**src/rtl/cond_logic.sv**
```systemverilog
// Conditional-execution stage: holds the NZCV flags, evaluates the condition field
// against them, and gates the decoder write intents into the final strobes.
module cond_logic #(
  parameter logic [3:0] FLAG_RESET = 4'b0000
) (
  input  logic       clk,
  input  logic       reset,
  input  logic       En,
  input  logic [3:0] Cond,
  input  logic [3:0] ALUFlags,
  input  logic [1:0] FlagW,
  input  logic       PCS,
  input  logic       RegW,
  input  logic       MemW,
  input  logic       NoWrite,
  output logic       PCSrc,
  output logic       RegWrite,
  output logic       MemWrite,
  output logic       CondEx,
  output logic [3:0] Flags
);

  logic [1:0] nz;
  logic [1:0] cv;
  logic       cond_pass;
  logic       cond_ok;

  function automatic logic cond_eval(input logic [3:0] cond, input logic [3:0] f);
    logic n, z, c, v;
    logic r;
    {n, z, c, v} = f;
    case (cond)
      4'b0000: r = z;
      4'b0001: r = ~z;
      4'b0010: r = c;
      4'b0011: r = ~c;
      4'b0100: r = n;
      4'b0101: r = ~n;
      4'b0110: r = v;
      4'b0111: r = ~v;
      4'b1000: r = c & ~z;
      4'b1001: r = ~c | z;
      4'b1010: r = (n == v);
      4'b1011: r = (n != v);
      4'b1100: r = ~z & (n == v);
      4'b1101: r = z | (n != v);
      4'b1110: r = 1'b1;
      default: r = 1'b0;
    endcase
    return r;
  endfunction

  assign Flags = {nz, cv};

  // Condition is judged on the stored flags, so an instruction never sees its own result.
  always_comb begin
    cond_pass = cond_eval(Cond, Flags);
  end

  assign CondEx   = cond_pass & ~reset;
  assign cond_ok  = En & CondEx;
  assign PCSrc    = cond_ok & PCS;
  assign RegWrite = cond_ok & RegW & ~NoWrite;
  assign MemWrite = cond_ok & MemW;

  // Flag register stage: NZ and CV halves update independently
  always_ff @(posedge clk or posedge reset) begin
    if (reset) begin
      nz <= FLAG_RESET[3:2];
      cv <= FLAG_RESET[1:0];
    end else begin
      if (En & cond_pass & FlagW[1]) nz <= ALUFlags[3:2];
      if (En & cond_pass & FlagW[0]) cv <= ALUFlags[1:0];
    end
  end

endmodule
```
**config.mk**
```make
export PLATFORM = sky130hd
export DESIGN_NAME = cond_logic
export DESIGN_NICKNAME = d
export VERILOG_FILES = /design/src/rtl/cond_logic.sv
export SDC_FILE = /design/constraint.sdc
export NUM_CORES = 1
export LEC_CHECK = 0
export CORE_MARGIN = 2
export CORE_UTILIZATION = 34
export CTS_CLUSTER_DIAMETER = 50
export CTS_CLUSTER_SIZE = 24
export DETAILED_ROUTE_END_ITERATION = 6
export PLACE_DENSITY = 0.82
export SETUP_SLACK_MARGIN = 0.15
export SYNTH_ARGS = -nofsm -noshare
export SYNTH_HDL_FRONTEND = slang
export SYNTH_SLANG_ARGS = --single-unit
```
**constraint.sdc**
```tcl
create_clock -name clk -period 2.9 [get_ports clk]
set_clock_uncertainty 0.05 [all_clocks]
set_input_delay 0.725 -clock clk [delete_from_list [all_inputs] [get_ports clk]]
set_output_delay 0.725 -clock clk [all_outputs]
set_load 0.01 [all_outputs]
```
# After elaboration in Yosys (flattened, before gate mapping)
# Index checks and enable logic that the tools add are counted.
[word_totals]
regBits = 4
out_inout_bits = 8
[classes]
muxes = 1
n_bitwise = 19
eq_ne = 16
reduce_logical = 1
[ops]
columns = ["op", "n"]
rows = [
  ["equality test 4 bit (second input constant)", 7],
  ["equality test 4 x 3 -> 1 bit (second input constant)", 4],
  ["one-hot mux 1 bit (15 select lines)", 1],
  ["AND 1 bit", 11],
  ["equality test 4 x 2 -> 1 bit (second input constant)", 2],
  ["inverter 1 bit", 6],
  ["equality test 4 x 1 -> 1 bit (second input constant)", 1],
  ["logical NOT 4 bit", 1],
  ["bitwise OR 1 bit", 2],
  ["equality test 1 bit", 1],
  ["!= test 1 bit", 1],
]

# Logic depth before layout (Yosys ltp)
# Gate-level depths: netlist (run 1).
[depth]
ltp_word = 7
mapped_depth = 6
ltp_nobuf = 5

# Least setup slack after synthesis (run 1)
# No wires, ideal clock.
[synth_path]
path_type = "input port to output port"
from = "input port Cond[2]"
to = "output port RegWrite"
t_required_ns = 2.125
setup_slack_ns = -0.123
stages = 6
arrival_time_ns = 2.248
n_path_buf = 1
cell_sequence = "buf_6 or4b_1 a311o_1 o311a_2 and3_4 nor4bb_2"
[synth_via]
elab_chain_len = 6
word_cells_on_any_way = 20
classes_between = "eq/ne (14); mux (1); bitwise (4); reduce/logical (1)"
[synth_lines]
columns = ["element", "line_no", "text"]
rows = [
  ["start: declaration", "9", "input logic [3:0] Cond,"],
  ["equality test 4 bit (tied with other cells)", "32", "case (cond)"],
  ["one-hot mux 1 bit (15 select lines) (*)", "32", ""],
  ["AND 1 bit (*)", "60", "assign CondEx = cond_pass & ~reset;"],
  ["AND 1 bit (*)", "61", "assign cond_ok = En & CondEx;"],
  ["AND 1 bit (*) (2 in a row)", "63", "assign RegWrite = cond_ok & RegW & ~NoWrite;"],
  ["end: declaration", "17", "output logic RegWrite,"],
]
# Mark *: on every way between the ends. The rest lies on a longest branch, timed or not.

# Worst setup path after layout (run 1)
# Ends and elaborated chain as after synthesis.

==> results of run 1 <==
[cells by family (layout without fill, tap and decap cells)]
group / count (synthesis) / after routing / share of synthesized area
DFF: 4 / 4 / 0.2116
xor gates and xnor gates: 1 / 1 / 0.01852
and+or+nand+nor: 23 / 23 / 0.3307
muxes: 7 / 7 / 0.1640
AOI/OAI and AO/OA: 11 / 11 / 0.1905
buffers and inverters: 5 / 42 / 0.08466
[area by class of cell]
class	instances	area, um2	area share
Tap cell	15	18.77	0.02297
Inverter	2	7.507	0.009188
Multi-Input combinational cell	42	360.3	0.4410
Sequential cell	4	100.1	0.1225
Clock buffer	3	22.52	0.02757
Timing Repair Buffer	37	307.8	0.3767
[cells in the mapped netlist (2+ instances only)]
cell / instances
nor2_1: 4
o21ai_0: 2
inv_1: 2
a31oi_1: 2
mux2_1: 4
nor3b_1: 2
mux2_2: 2
dfrtp_1: 4
nand2_1: 6
[path summary, 6_finish.rpt]
check	from	end	slack, ns	cells after the start
worst min register to register	cv[1]$_DFFE_PP0P_	cv[1]$_DFFE_PP0P_	0.56	1
min in group asynchronous	reset	cv[1]$_DFFE_PP0P_	0.79	3
worst max register to register	nz[1]$_DFFE_PP0P_	cv[0]$_DFFE_PP0P_	0.52	7
worst max-delay path	Cond[2]	RegWrite	-0.21	7
max in group asynchronous	reset	cv[0]$_DFFE_PP0P_	1.86	3
worst min-delay path	cv[1]$_DFFE_PP0P_	cv[1]$_DFFE_PP0P_	0.56	1
[state kept, by name (all words and copies together), names as in the netlist]
register / count
nz: 2
cv: 2
[worst max-delay path, stage by stage]
cell	delay [ns]
buf_6	0.09
or4b_1	0.47
a311o_1	0.30
o311a_4	0.14
and3_4	0.17
nor4bb_4	0.28
buf_2	0.18
[stage by stage]
| stage | hold slack [ns] | TNS [ns] |
|---|---|---|
| 6_report | 0.5574 | -0.5391 |
| 3_5_place_dp | 0.5519 | -3.827 |
| 4_1_cts | 0.5551 | -0.9592 |
| 2_1_floorplan | 0.4411 | -0.07225 |
| 5_1_grt | 0.5819 | -0.7316 |
| 3_3_place_gp | 0.5370 | -3.559 |
[repair_timing]
item | CTS | global route
resized for setup | 30 | 6
endpoints found under the setup margin | 4 | 4
pin swaps | 5 | 3
buffers inserted | 1 | 1
hold buffers | 0 | 0
[routing by layer]
metal  wire length (um)  part of all wire  GRT usage
met5                  0                 0          0
met4                 16             0.011     0.1935
met3                 47             0.034    0.04787
met2                793              0.57     0.3359
met1                540              0.39     0.2013
[report_power, final]
part / internal (mW) / leakage [nW] / switching, mW
logic: 0.192 / 0.292 / 0.141
clock network: 0.0460 / 0.0138 / 0.0194
registers: 0.0846 / 0.0476 / 0.0358
==> impl_metrics.csv, run 1 <==
group,metric,value,unit
placement,gp_congestion,0.7497,
global_routing,antenna_found_initial,0,
logic_synthesis,synthTopCellsByArea,"dfrtp_1, mux2_1, mux2_2",
floorplanning,die_y,41.30,um
placement,dp_cells,98,
global_routing,gr-total-overflow,0,
critical_path,critical_path_class,"in -> out",
floorplanning,fp.dieArea,0.001705,mm2
power,power,0.5184,mW
sta,slew_viol_final,0,
logic_synthesis,netlist.area_leader.share,0.2116,
clock_network,clk-insertion-delay-late,0.23,ns
logic_synthesis,synthFlopType,"dfrtp_1",
global_routing,grt_pass1_vias,532,
logic_synthesis,ys_seq_area_frac,0.2116,
floorplanning,core-area,0.001301,mm2
clock_network,cts_tree,"done",
detailed_routing,wl_per_cell,13.56,um
sta,setup_viol,4,
status,run_status,"complete, but fails checks",
logic_synthesis,ys_async_sr_fraction,1.000,
min_path,hp-class,"reg -> reg",
placement,place_area,790.8,um2
clock_network,root_buffer,"clkbuf_4",
sta,max_slew.worst_pin.slew,0.3073,ns
detailed_routing,via_per_inst,5.165,
critical_path,cp.required,2.12,ns
critical_path,critPathArrivalTime,2.33,ns
job,maxCapViolCount,0,
status,violations,"setup timing",
logic_synthesis,syn-num-nets,68,
logic_synthesis,ys_types,32,
placement,pre_cts_ws,-1.015,ns
cells_and_area,final_cell_mix,"clkdlybuf4s50_1, buf_4, nand2_1",
global_routing,grtUsageTotal,0.2011,
power,peakVddDrop,468.9,uV
clock_network,htreeDepth,1,
sta,finalWorstSetupSlack,-0.2089,ns
cells_and_area,drive_above_1_share,0.3977,
floorplanning,pin_count,25,
sta,period_minus_slack,3.109,ns
global_routing,grt_pass1_wl,2132,um
detailed_routing,routed-via-count,532,
floorplanning,num_rows,13,
logic_synthesis,post-synth-top-area-cell,"dfrtp_1",
detailed_routing,drc,0,
detailed_routing,drtPass1Iterations,4,
cells_and_area,postLayoutCellArea,817.0,um2
cells_and_area,instances_no_fill,103,
cells_and_area,area_growth_syn_to_layout,72.75,%
placement,port_buffers,24,
logic_synthesis,synth-edff-count,0,
logic_synthesis,yosysWarnings,0,
cells_and_area,diodes,0,
detailed_routing,drtAntennaViolNets,0,
cells_and_area,fin_util,0.6279,
power,leakagePower,0.3530,nW
logic_synthesis,netlist_area,473.0,um2
power,power.density,634.5,mW/mm2
critical_path,crit_path_start_kind,"primary input",
logic_synthesis,synth-seq-cells,4,
clock_network,cts_buffer_depth,2,
detailed_routing,wl,1397,um
clock_network,clk_pin_slew,0.04,ns
detailed_routing,drtIter0Drc,7,
cells_and_area,nFillCells,119,
sta,finalHoldViolCount,0,
floorplanning,start_util,0.3635,
sta,relSlewSlack,0.7944,
clock_network,cts_sinks,4,
critical_path,crit_path_end_kind,"output pin",
placement,dpl.hpwl,1118,um
sta,period_share,1.072,
floorplanning,fp.dieW,41.30,um
cells_and_area,final_common_cell,"clkdlybuf4s50_1",
logic_synthesis,synth_cells,51,
global_routing,grt_max_degree,12,
critical_path,critPathMaxFanout,2,
sta,fmax,0.3217,GHz
cells_and_area,nets,107,
logic_synthesis,avgSynthCellArea,9.274,um2
sta,rsz0062_at_grt,"yes",
clock_network,cts-buffers-inserted,3,
Note: power is estimated with default switching activity, not from simulation.
==> run 2, diff against run 1 <==
Settings changed: CAP_MARGIN from default to 10.
==> results of run 2 <==
Same layout as run 1: the final DEF is identical, and so are final timing and power.
==> run 3, diff against run 2 <==
Settings changed: CORE_AREA from default to 2 2 39 41, CORE_MARGIN 2 to default, CORE_UTILIZATION 34 to default, DIE_AREA from default to 0 0 41 43, DONT_BUFFER_PORTS from default to 1, PLACE_DENSITY 0.82 to 0.49.
Clock period 2.9 ns to 3.2 ns, I/O delays scaled along.
==> impl_metrics.csv, run 3 (same netlist as run 1, synthesis figures left out) <==
group,metric,value,unit
sta,period_share,0.9525,
cells_and_area,diodes,0,
sta,tns,0,ns
floorplanning,fp.dieArea,0.001763,mm2
sta,rsz0062_at_grt,"yes",
power,sw_frac_of_total,0.4223,
min_path,hp-class,"in -> async",
clock_network,cts-buffers-inserted,3,
job,maxCapViolCount,0,
floorplanning,pin_count,25,
global_routing,grt_pass1_vias,377,
detailed_routing,drtPass1Iterations,4,
critical_path,critPathMaxFanout,10,
sta,setup_viol,0,
placement,dp_cells,64,
placement,port_buffers,0,
cells_and_area,instances_no_fill,67,
cells_and_area,final_common_cell,"nand2_1",
sta,finalHoldViolCount,0,
detailed_routing,drc,0,
cells_and_area,nets,70,
power,clkPwrFrac,0.188,
power,peakVddDrop,335.2,uV
cells_and_area,top_regs,"cv (2), nz (2)",
floorplanning,die_y,43,um
detailed_routing,wl,1019,um
global_routing,gr-total-overflow,0,
critical_path,cp-startpoint,"Cond[2]",
global_routing,grt_pass1_wl,1649,um
clock_network,hold_buffers,0,
cells_and_area,final_cell_mix,"nand2_1, nor2_1, mux2_1",
detailed_routing,routed-via-count,403,
power,p_int,0.1908,mW
sta,slew_viol_final,0,
floorplanning,core-area,0.001384,mm2
cells_and_area,fin_util,0.3571,
critical_path,r2r_cells,5,
critical_path,critical_path_class,"in -> out",
sta,relSlewSlack,0.7589,
critical_path,path_depth,5,
power,leakagePower,0.1821,nW
critical_path,slowest_stage,"or4b_1",
clock_network,cts_tree,"done",
floorplanning,fp.dieW,41,um
clock_network,cts_sinks,4,
clock_network,clk-insertion-delay-late,0.23,ns
power,p_comb_frac,0.379,
clock_network,cts_buffer_depth,2,
global_routing,grt_max_degree,12,
sta,period_minus_slack,3.048,ns
critical_path,slowest_delay,0.45,ns
critical_path,cp.required,2.35,ns
status,run_status,"finished clean",
critical_path,path_delay_family,"simple AND/OR/NAND/NOR gates",
clock_network,root_buffer,"clkbuf_4",
critical_path,critPathArrivalTime,2.20,ns
floorplanning,start_util,0.3418,
detailed_routing,via_per_inst,6.015,
detailed_routing,drtIter0Drc,9,
clock_network,htreeDepth,1,
critical_path,path_cells,"or4b_1, a311o_1, o311a_2, and3_4, nor4bb_4",
cells_and_area,area_growth_syn_to_layout,4.497,%
power,power_switching,0.1395,mW
placement,dpl.hpwl,792.3,um
detailed_routing,drtAntennaViolNets,0,
detailed_routing,wl_per_cell,15.21,um
placement,gp_congestion,0.6702,
global_routing,antenna_found_initial,0,
sta,max_slew.worst_pin.slew,0.3579,ns
power,power.density,668.1,mW/mm2
sta,fmax,0.3281,GHz
power,power,0.3302,mW
critical_path,crit_path_start_kind,"primary input",
cells_and_area,drive_above_1_share,0.2745,
global_routing,grtUsageTotal,0.1400,
power,seqPwrFrac,0.433,
critical_path,crit_path_end_kind,"output pin",
sta,finalWorstSetupSlack,0.1519,ns
clock_network,clk_pin_slew,0.04,ns
clock_network,cts_setup_buffers,0,
placement,pre_cts_ws,0.1498,ns
critical_path,reg2reg_from,"nz[1]$_DFFE_PP0P_",
floorplanning,num_rows,14,
critical_path,path_buf_inv,0,
[run 3: layout make-up]
class | count | area, um2
Inverter | 2 | 7.507
Tap cell | 16 | 20.02
Clock buffer | 3 | 22.52
Multi-Input combinational cell | 42 | 341.6
Sequential cell | 4 | 102.6
Fill cell | 156 | 889.6
[run 3: timing repair]
item,CTS,global route
endpoints found under the setup margin,1,1
endpoints found under the hold margin,0,0
gates resized for setup,1,1
[run 3: path summary, 6_finish.rpt]
| check | end | slack (ns) |
|---|---|---|
| worst max-delay path | RegWrite | 0.15 |
| worst min-delay path | cv[1]$_DFFE_PP0P_ | 0.28 |
| worst max register to register | nz[1]$_DFFE_PP0P_ | 0.99 |
| worst min register to register | cv[0]$_DFFE_PP0P_ | 0.57 |
| max in group asynchronous | nz[1]$_DFFE_PP0P_ | 2.65 |
| min in group clk | cv[0]$_DFFE_PP0P_ | 0.57 |
[run 3: power groups by stage]
stage               Sequential (mW)  Combinational [mW]  Clock (mW)
floorplan                     0.123               0.120           0
global placement              0.140               0.127           0
detailed placement            0.140               0.126           0
CTS                           0.141               0.127      0.0662
global route                  0.150               0.141      0.0737
finish                        0.143               0.125      0.0621
[run 3: metrics by stage]
| stage | instance area [um2] | hold WS (ns) |
|---|---|---|
| finish | 494.2 | 0.2841 |
| global route | 494.2 | 0.2872 |
| CTS | 493.0 | 0.2824 |
| detailed placement | 469.2 | 0.5365 |
| global placement | 469.2 | 0.5360 |
| floorplan | 481.7 | 0.5161 |
[run 3: routing by layer]
layer  global-route usage  share of wire  up-vias
met4               0.1000          0.014        0
li1                     -              -      195
met3              0.03665          0.080        2
met1               0.1851           0.42      190
met5                    0              0        -
met2               0.1875           0.49       16
